**config.mk**
```make
export PLATFORM = sky130hd
export DESIGN_NAME = led_sequencer_flat
export DESIGN_NICKNAME = d
export VERILOG_FILES = /design/src/rtl/led_sequencer_if.sv /design/src/rtl/led_sequencer.sv /design/src/flat_wrapper.sv
export SDC_FILE = /design/constraint.sdc
export NUM_CORES = 1
export LEC_CHECK = 0
export BUFFER_PORTS_ARGS = -buffer_cell sky130_fd_sc_hd__buf_2
export CORE_ASPECT_RATIO = 0.7
export CORE_MARGIN = 2
export CORE_UTILIZATION = 60
export DETAILED_ROUTE_END_ITERATION = 8
export PLACE_DENSITY = 0.79
export SYNTH_ARGS = -nofsm -noshare
export SYNTH_HDL_FRONTEND = slang
export SYNTH_SLANG_ARGS = --single-unit
export TNS_END_PERCENT = 30
```
**constraint.sdc**
```tcl
create_clock -name clk -period 5 [get_ports clk]
set_input_delay 1 -clock clk [delete_from_list [all_inputs] [get_ports clk]]
set_output_delay 1 -clock clk [all_outputs]
set_load 0.02 [all_outputs]
```
**src/rtl/led_sequencer_if.sv**
```systemverilog
// LED sequencer bus: pattern-select/pause controls in, LED pattern and step strobe out.
interface led_sequencer_if #(
  parameter int unsigned N_LEDS = 4
);
  logic [1:0]        mode;
  logic              pause;
  logic [N_LEDS-1:0] led;
  logic              step_pulse;

  modport master (
    output mode,
    output pause,
    input  led,
    input  step_pulse
  );

  modport slave (
    input  mode,
    input  pause,
    output led,
    output step_pulse
  );
endinterface

```
**src/rtl/led_sequencer.sv**
```systemverilog
// LED pattern sequencer: prescaled tick steps a SHIFT / FILL / BOUNCE / BLINK pattern.
// Optional feature: define LED_SEQ_BOUNCE_EN to build BOUNCE mode (mode 10) with its
// direction register; otherwise mode 10 is treated as SHIFT.
module led_sequencer #(
  parameter int unsigned N_LEDS   = 4,
  parameter int unsigned TICK_DIV = 100000000
) (
  input  logic            clk,
  input  logic            reset,
  led_sequencer_if.slave  bus
);

  localparam int unsigned       CntW   = (TICK_DIV > 1) ? $clog2(TICK_DIV) : 1;
  localparam logic [CntW-1:0]   CntMax = CntW'(TICK_DIV - 1);
  localparam logic [CntW-1:0]   CntOne = CntW'(1);
  localparam logic [N_LEDS-1:0] LedOne = N_LEDS'(1);

  typedef enum logic [1:0] {
    ModeShift  = 2'b00,
    ModeFill   = 2'b01,
    ModeBounce = 2'b10,
    ModeBlink  = 2'b11
  } mode_e;

  logic [CntW-1:0]   cnt_q, cnt_d;
  logic [N_LEDS-1:0] led_q, led_d;
  mode_e             mode_q, mode_d;
  logic              step_q, step_d;
`ifdef LED_SEQ_BOUNCE_EN
  logic              dir_up_q, dir_up_d;
`endif

  logic              tick;
  mode_e             mode_req;
  logic              is_onehot;
  logic              is_therm;
  logic              is_flat;
  logic [N_LEDS-1:0] led_dec;
  logic [N_LEDS-1:0] led_inc;

  assign tick = (cnt_q == CntMax) && !bus.pause;

  // Requested mode as the datapath sees it; without BOUNCE, 10 aliases to SHIFT.
  always_comb begin
    mode_req = mode_e'(bus.mode);
`ifndef LED_SEQ_BOUNCE_EN
    if (mode_req == ModeBounce) mode_req = ModeShift;
`endif
  end

  // Legality of the current pattern for each family of modes.
  always_comb begin
    led_dec   = led_q - LedOne;
    led_inc   = led_q + LedOne;
    is_onehot = (led_q != '0) && ((led_q & led_dec) == '0);
    is_therm  = ((led_q & led_inc) == '0);
    is_flat   = (led_q == '0) || (&led_q);
  end

  // Next-state: prescaler, mode switch on tick, and per-mode pattern advance.
  always_comb begin
    cnt_d    = cnt_q;
    led_d    = led_q;
    mode_d   = mode_q;
    step_d   = 1'b0;
`ifdef LED_SEQ_BOUNCE_EN
    dir_up_d = dir_up_q;
`endif
    if (!bus.pause) cnt_d = tick ? '0 : cnt_q + CntOne;
    if (tick) begin
      step_d = 1'b1;
      if (mode_req != mode_q) begin
        mode_d = mode_req;
        led_d  = (mode_req == ModeBlink) ? '1 : LedOne;
`ifdef LED_SEQ_BOUNCE_EN
        dir_up_d = 1'b1;
`endif
      end else begin
        unique case (mode_q)
          ModeShift: led_d = is_onehot ? {led_q[N_LEDS-2:0], led_q[N_LEDS-1]} : LedOne;
          ModeFill: begin
            if (!is_therm)   led_d = LedOne;
            else if (&led_q) led_d = '0;
            else             led_d = {led_q[N_LEDS-2:0], 1'b1};
          end
`ifdef LED_SEQ_BOUNCE_EN
          ModeBounce: begin
            if (!is_onehot) begin
              led_d    = LedOne;
              dir_up_d = 1'b1;
            end else if (dir_up_q) begin
              // Top endpoint is shown once, then the walk turns around.
              if (led_q[N_LEDS-1]) begin
                led_d    = led_q >> 1;
                dir_up_d = 1'b0;
              end else begin
                led_d = led_q << 1;
              end
            end else begin
              if (led_q[0]) begin
                led_d    = led_q << 1;
                dir_up_d = 1'b1;
              end else begin
                led_d = led_q >> 1;
              end
            end
          end
`endif
          ModeBlink: led_d = is_flat ? ~led_q : '1;
          default:   led_d = LedOne;
        endcase
      end
    end
  end

  // State registers with synchronous active-low reset.
  always_ff @(posedge clk) begin
    if (!reset) begin
      cnt_q    <= '0;
      led_q    <= LedOne;
      mode_q   <= ModeShift;
      step_q   <= 1'b0;
`ifdef LED_SEQ_BOUNCE_EN
      dir_up_q <= 1'b1;
`endif
    end else begin
      cnt_q    <= cnt_d;
      led_q    <= led_d;
      mode_q   <= mode_d;
      step_q   <= step_d;
`ifdef LED_SEQ_BOUNCE_EN
      dir_up_q <= dir_up_d;
`endif
    end
  end

  assign bus.led        = led_q;
  assign bus.step_pulse = step_q;

endmodule

```
**src/flat_wrapper.sv**
```systemverilog
// flat-port wrapper written by rule: the top's interface ports become plain ports
module led_sequencer_flat 
#(
  parameter int unsigned N_LEDS   = 4,
  parameter int unsigned TICK_DIV = 100000000
)
  (clk, reset, bus_mode, bus_pause, bus_led, bus_step_pulse);
  led_sequencer_if #(.N_LEDS(N_LEDS)) bus_i ();
  input  logic clk;
  input  logic reset;
  input wire logic [$bits(bus_i.mode)-1:0] bus_mode;
  input wire logic [$bits(bus_i.pause)-1:0] bus_pause;
  output wire logic [$bits(bus_i.led)-1:0] bus_led;
  output wire logic [$bits(bus_i.step_pulse)-1:0] bus_step_pulse;
  assign bus_i.mode = bus_mode;
  assign bus_i.pause = bus_pause;
  assign bus_led = bus_i.led;
  assign bus_step_pulse = bus_i.step_pulse;
  led_sequencer #(.N_LEDS(N_LEDS), .TICK_DIV(TICK_DIV)) u_core (.clk(clk), .reset(reset), .bus(bus_i));
endmodule
```
---- Word-level counts from Yosys, hierarchy flattened ----
Cells that the tools add are included.
word-level totals
  flip-flop bits (word level) ............. 34
  input port bits ......................... 5
  RAM bits ................................ 0
  bits in latches ......................... 0
  word-level logic and storage cells ...... 37
  bits in read-only memories .............. 0
  memories ................................ 0
operators by class
  bitwise operators ....................... 3
  $mul .................................... 0
  div/mod/pow operators ................... 0
  reductions and logical operators ........ 11
  add/sub/neg operators ................... 3
  eq/ne operators ......................... 6
  shift operators ......................... 0
  multiplexer cells ....................... 10
  magnitude comparators ................... 0
operators by type and width
  operator                                          number
  adder 27 x 1 -> 27 bit, second input constant     1
  == test 27 bit, second input constant             1
  two-way mux 27 bit                                1
  two-way mux 4 bit                                 6
  logical NOT 4 bit                                 3
  one-hot mux 4 bit (3 select lines)                1
  bitwise AND 4 bit                                 2
  == test 2 bit, second input constant              3
  adder 4 x 1 -> 4 bit, second input constant       1
  NOT 4 bit                                         1
  AND reduction 4 bit                               1
  nonzero test 4 bit                                1
  subtractor 4 x 1 -> 4 bit, second input constant  1
  == test 2 x 1 -> 1 bit, second input constant     1
  logical AND 1 bit                                 2
  logical NOT 2 bit                                 1
  two-way mux 2 bit                                 1
  != test 2 bit                                     1
  AND reduction 2 bit                               1
  logical NOT 1 bit                                 1
  logical OR 1 bit                                  1
  two-way mux 1 bit                                 1

---- Longest topological paths before layout ----
Gate-level depths: netlist of the first run.
  depth after elaboration ................. 7
  gate-level depth with buffers ........... 6
  depth with buffers taken out ............ 6

---- Least setup slack after synthesis of the first run ----
No wires, ideal clock.
  path kind ............................... input to register
  from .................................... in bus_pause
  to ...................................... reg u_core.led_q[3], in the netlist u_core.bus.led[3]
  library setup time ...................... 0.116 ns
  buffers on the path ..................... 0
  arrival ................................. 2.258 ns
  cell stages on the path ................. 5
  path slack .............................. 2.626 ns
  data required time ...................... 4.884 ns
  path through ............................ and3b_1 -> nand3_1 -> nor4_1 -> o211ai_1 -> o211a_1
on the way
  word-level cells in the longest chain between the ends .. 2
RTL lines
  what                    RTL line              source
  start: declaration      flat_wrapper.sv:12    input wire logic [$bits(bus_i.pause)-1:0] bus_pause;
  logical NOT 1 bit       led_sequencer.sv:41   assign tick = (cnt_q == CntMax) && !bus.pause;
  logical AND 1 bit       led_sequencer.sv:41
  end signal: assignment  led_sequencer.sv:120  led_q <= LedOne;
  end signal: assignment  led_sequencer.sv:128  led_q <= led_d;
  end: declaration        led_sequencer.sv:26   logic [N_LEDS-1:0] led_q, led_d;
Every way passes these cells.
A chain may end at the register's enable or synchronous reset.

---- Worst setup path in the final report of the first run ----
Ends and elaborated chain as after synthesis.

==> reports/qor.yml, run 1 <==
grt_overflow: 0
synth_seq_area_share_pct: 39.8
drc_errors: 0
rows: 16
viasPerCell: 6.02
num_antenna_cells: 0
antenna_found_initial: 0
worst_slack_ps: 2260
ys_types: 43
io_buffer_count: 9
die_h_um: 48.7
ys_ff_latch: 34
fp.dieW_um: 67.8
drtPass1Iterations: 5
netlist_area_um2: 1710
startpoint_type: "input pin"
grt_pass1_vias: 1395
power.density_nw_per_um2: 267
finalClockSkew_ps: 5.63
clock.fmax_ghz: 0.365
worstPathMaxFanout: 9
pre_cts_ws_ps: 2000
cts-root-buf: "clkbuf_8"
cp.arrival_ps: 2920
globalplace.congestion: 0.864
p_leak_nw: 0.660
synthesis.nets: 201
maxSlewHeadroom_pct: 32.9
worst_pin_slew_ps: 998
utilization_pct: 67.3
path_class: "input pin to flip-flop"
syn_area_per_cell_um2: 8.76
critPathTopFamily: "simple AND/OR/NAND/NOR gates"
cts_buffers: 5
total_power_mw: 0.496
ys_top_cells_by_area: "dfxtp_1, xor2_1, xnor2_1, nor2_1, nand2_1"
fin_crit_ps: 2740
synth_edf_count: 0
synth_top_area_cell: "dfxtp_1"
async_flop_share_pct: 0
initial_core_util_pct: 61.9
routedWlPerCell_um: 15.7
cts_hold_buf: 0
cp-end-kind: "flip-flop"
nets: 211
cp_cell_sequence: "buf_2, and3b_1, nand3_1, nor4_1, o211ai_1, o211a_1"
grt_max_degree: 20
place_hpwl_mm: 2.66
finalHoldViolations: 0
cts_setup_buffers: 0
yosys-top-cells-count: "dfxtp_1, nor2_1, nand2_1"
crit_buf_inv: 1
min_path_type: "flip-flop to flip-flop"
syn_to_final_growth_pct: 8.86
cp.required_ps: 5180
finalWirelength_mm: 3.80
detail-route-antenna-nets: 0
fillerInstances: 241
cts_tree: "yes"
synth_most_common_cell: "dfxtp_1"
outcome: "finished clean"
yosysWarningCount: 0
synth_top_cell_area_share_pct: 39.8
fin_setup_tns_ps: 0
dieArea_um2: 3300
grt_use_total_pct: 26.9
cts_resized: 0
vias: 1458
drv_slew: 0
min_period_over_period_pct: 54.8
setup_viol: 0
grt_pass1_wl_mm: 6.64
cap_violations: 0
clock_latency_ps: 290
path_clk_slew_ps: 70
cts_sinks: 34
synthFlopType: "dfxtp_1"
ir_drop_mv: 0.189
drive_gt1_share_pct: 11.7
cp_slowest_cell: "nor4_1"
cts_max_path_buffers: 2
core-area_um2: 2760
rsz0062_at_grt: "false"
ios: 10
syn_inst: 195
drtIter0Drc: 173
cp_slowest_stage_delay_ps: 700
cts-htree-levels: 2
-- layout by cell type (no fill, tap or decap), types with 2 or more instances in the layout --
cell,synthesis,layout
dfxtp_1,34,34
nor2_1,23,23
nand2_1,17,17
nand3_1,12,12
xor2_1,12,12
xnor2_1,10,10
buf_2,0,9
nand4_1,7,7
nor4_1,6,6
clkbuf_8,0,6
o21ai_0,5,5
nor4b_1,4,4
and2_1,4,4
a21boi_0,4,4
nor3_1,4,4
o31ai_1,4,4
a21oi_1,4,4
a31oi_1,3,3
nor2b_1,3,3
a211oi_1,3,3
and3_1,2,2
or3_1,2,2
o211ai_1,2,2
o211a_1,2,2
or4_1,2,2
or3b_2,2,2
inv_1,2,2
-- flip-flops by register name, indices dropped and copies added (netlist names) --
name and count:
u_core.mode_q 2, u_core.bus.led 4, u_core.bus.step_pulse 1, u_core.cnt_q 27
-- worst reg2reg max path, delay by kind of cell (launching register included) --
kind            cells  cell delay (ps)
compound gates      2              470
flops               1              400
fa+ha+maj           1              240
simple gates        3             1270
-- power breakdown --
group          total [mW]  internal, mW  switching, mW
logic              0.0143       0.00550        0.00879
registers           0.273         0.272        0.00148
clock network       0.208         0.111         0.0973
total               0.496         0.388          0.108
-- metal layers --
metal / up-vias / global-route usage, % / part of all wire [%]
met3: 6 / 7.67 / 7.2
met2: 45 / 39.9 / 46
met4: 0 / 7.33 / 1.2
met1: 677 / 38.2 / 46
li1: 730 / - / -
met5: - / 0 / 0
-- area by class of cell --
| cell class | count | area [um^2] | share of cell area (%) |
|---|---|---|---|
| Clock buffer | 7 | 86.3 | 4.64 |
| Clock inverter | 1 | 5.00 | 0.269 |
| Inverter | 2 | 7.51 | 0.403 |
| Multi-Input combinational cell | 153 | 991 | 53.3 |
| Sequential cell | 34 | 681 | 36.6 |
| Tap cell | 36 | 45.0 | 2.42 |
| Timing Repair Buffer | 9 | 45.0 | 2.42 |
-- worst paths after layout --
path	startpoint	to	slack [ps]	cells past startpoint
worst max-delay path	bus_pause	u_core.bus.led[3]	2260	6
worst min-delay path	u_core.cnt_q[23]	u_core.cnt_q[23]	510	2
worst max register to register	u_core.cnt_q[0]	u_core.bus.led[3]	2510	6
worst min register to register	u_core.cnt_q[23]	u_core.cnt_q[23]	510	2
-- stage by stage --
| step | cell area [um^2] | std cells | hold WS (ps) |
|---|---|---|---|
| floorplan | 1710 | 195 | 447 |
| global placement | 1770 | 234 | 479 |
| detailed placement | 1770 | 234 | 496 |
| CTS | 1860 | 242 | 515 |
| global route | 1860 | 242 | 533 |
| finish | 1860 | 242 | 505 |
-- cell families after synthesis --
logic type                 share of synthesized area (%)
and+or+nand+nor                                     32.2
DFF                                                 39.8
AOI/OAI and AO/OA                                   12.5
xor gates and xnor gates                            11.3
buffers and inverters                               2.20
muxes                                               1.24
adders and majority gates                          0.732
No activity file was read; power rests on OpenSTA's default activity.
==> run 2: changes to the inputs <==
Settings changed: CORE_UTILIZATION 60 to 59, PLACE_DENSITY 0.79 to 0.78.
Clock period 5 ns to 2.65 ns, I/O delays scaled along.
==> run 2 against run 1 <==
  * Clock power up 92%
  * Worst hold slack got worse by 9.7 ps
  * Global-route usage is 0.73 points lower
  * Non-clock buffer count up 2
  * Critical path depth is 1 lower
  * Register-to-register slack got worse by 2100 ps
  * Sequential share of layout area is 0.29 points lower
  * Power up 90%
  * Wire length increased by 2.3%
  * First-iteration DRC count fell by 2.3%
  * Design area rose by 0.81%
  * Highest routed layer unchanged
==> reports/qor.yml, run 2 (synthesis gave the netlist of run 1 again) <==
rows: 16  # unchanged
cp_slowest_cell: "or4b_4"  # was nor4_1
cp.required_ps: 2800  # was 5180 ps
p_leak_nw: 0.671  # was 0.660 nW
cts_max_path_buffers: 2  # unchanged
num_antenna_cells: 0  # unchanged
worstPathMaxFanout: 19  # was 9
die_h_um: 49.0  # was 48.7 um
power.density_nw_per_um2: 502  # was 267 nW/um^2
cp-end-kind: "flip-flop"  # unchanged
worst_pin_slew_ps: 710  # was 998 ps
largest-register: "u_core.cnt_q"  # unchanged
drv_slew: 0  # unchanged
cp_slowest_stage_delay_ps: 570  # was 700 ps
rsz0062_at_grt: "false"  # unchanged
fin_crit_ps: 2260
io_buffer_count: 9  # unchanged
cp.arrival_ps: 2410  # was 2920 ps
ios: 10  # unchanged
min_period_over_period_pct: 85.2
outcome: "finished clean"  # unchanged
cp_cell_sequence: "nand4_1, or4b_4, or3_4, o21ai_4, nor2_1"  # was buf_2, and3b_1, nand3_1, nor4_1, o211ai_1, o211a_1
vias: 1522  # was 1,458
cts-htree-levels: 2  # unchanged
cts_sinks: 34  # unchanged
min_path_type: "flip-flop to flip-flop"  # unchanged
startpoint_type: "flip-flop"  # was input pin
grt_overflow: 0  # unchanged
path_clk_slew_ps: 60  # was 70 ps
finalClockSkew_ps: 4.40  # was 5.63 ps
crit_buf_inv: 0  # was 1
viasPerCell: 6.24  # was 6.02
cap_violations: 0  # unchanged
routedWlPerCell_um: 15.9  # was 15.7 um
path_class: "flip-flop to flip-flop"  # was input pin to flip-flop
detail-route-antenna-nets: 0  # unchanged
fp.dieW_um: 68.3  # was 67.8 um
final_cell_mix: "dfxtp_1, nor2_1, nand2_1"  # unchanged
cts_tree: "yes"  # unchanged
clock.fmax_ghz: 0.443
antenna_found_initial: 0  # unchanged
globalplace.congestion: 0.927  # was 0.864
grt_pass1_vias: 1406  # was 1,395
cts_resized: 0  # unchanged
grt_max_degree: 20  # unchanged
grt_pass1_wl_mm: 6.43  # was 6.64 mm
finalWirelength_mm: 3.89  # was 3.80 mm
clock_latency_ps: 290  # about the same
drtIter0Drc: 169  # was 173
setup_viol: 0  # unchanged
cts_buffers: 5  # unchanged
ir_drop_mv: 0.356  # was 0.189 mV
layout_commonest_cell: "dfxtp_1"  # unchanged
place_hpwl_mm: 2.80  # was 2.66 mm
fin_setup_tns_ps: 0  # unchanged
nets: 213  # was 211
initial_core_util_pct: 61.4  # was 61.9%
maxSlewHeadroom_pct: 52.2  # was 32.9%
cts_setup_buffers: 0  # unchanged
drive_gt1_share_pct: 12.5  # was 11.7%
grt_use_total_pct: 26.2  # was 26.9%
total_power_mw: 0.941  # was 0.496 mW
finalHoldViolations: 0  # unchanged
dieArea_um2: 3350  # was 3300 um^2
largest_reg_flops: 27  # unchanged
drtPass1Iterations: 4  # was 5
syn_to_final_growth_pct: 9.74  # was 8.86%
cts_hold_buf: 0  # unchanged
cts-root-buf: "clkbuf_8"  # unchanged
finalHoldWorstSlack_ps: 496  # was 505 ps
drc_errors: 0  # unchanged
core-area_um2: 2780  # was 2760 um^2
critPathTopFamily: "simple AND/OR/NAND/NOR gates"  # unchanged
[run 2: per-layer routing]
layer  global-route usage [%]  wire length, um  vias to the layer above
met5                        0                0                        -
met4                     13.7               70                        0
met3                     6.93              281                        7
met2                     36.1             1710                       46
met1                     37.0             1830                      742
li1                         -                -                      727
[run 2: path summary, 6_finish.rpt]
| check | from | slack [ps] | endpoint | cells past startpoint |
|---|---|---|---|---|
| min | u_core.cnt_q[26] | 500 | u_core.cnt_q[26] | 2 |
| max | u_core.cnt_q[14] | 390 | u_core.cnt_q[22] | 5 |
| max reg2reg | u_core.cnt_q[14] | 390 | u_core.cnt_q[22] | 5 |
| min reg2reg | u_core.cnt_q[26] | 500 | u_core.cnt_q[26] | 2 |
[run 2: worst register-to-register path, cell delays in order, from the launching register on]
cell and delay, ps:
dfxtp_1 440, nand4_1 140, or4b_4 570, or3_4 390, o21ai_4 440, nor2_1 140
[run 2: metrics by stage]
stage | cells | instance area [um^2] | utilization (%) | setup WS [ps]
2_1_floorplan | 195 | 1710 | - | 687
3_3_place_gp | 236 | 1780 | 64.1 | 440
3_5_place_dp | 236 | 1780 | 64.1 | 342
4_1_cts | 244 | 1880 | 67.4 | 443
5_1_grt | 244 | 1880 | 67.4 | 298
6_report | 244 | 1880 | 67.4 | 393
[run 2: cell type report]
cell class                      instances  area, um^2
Fill cell                             221         907
Sequential cell                        34         681
Timing Repair Buffer                   11        60.1
Tap cell                               36        45.0
Clock buffer                            7        86.3
Multi-Input combinational cell        153         991
Clock inverter                          1        5.00
Inverter                                2        7.51
[run 2: report_power, final]
group | switching, mW | internal (mW) | total (mW)
clock | 0.189 | 0.209 | 0.399
combinational | 0.0163 | 0.0104 | 0.0267
sequential | 0.00265 | 0.513 | 0.516
total | 0.208 | 0.733 | 0.941
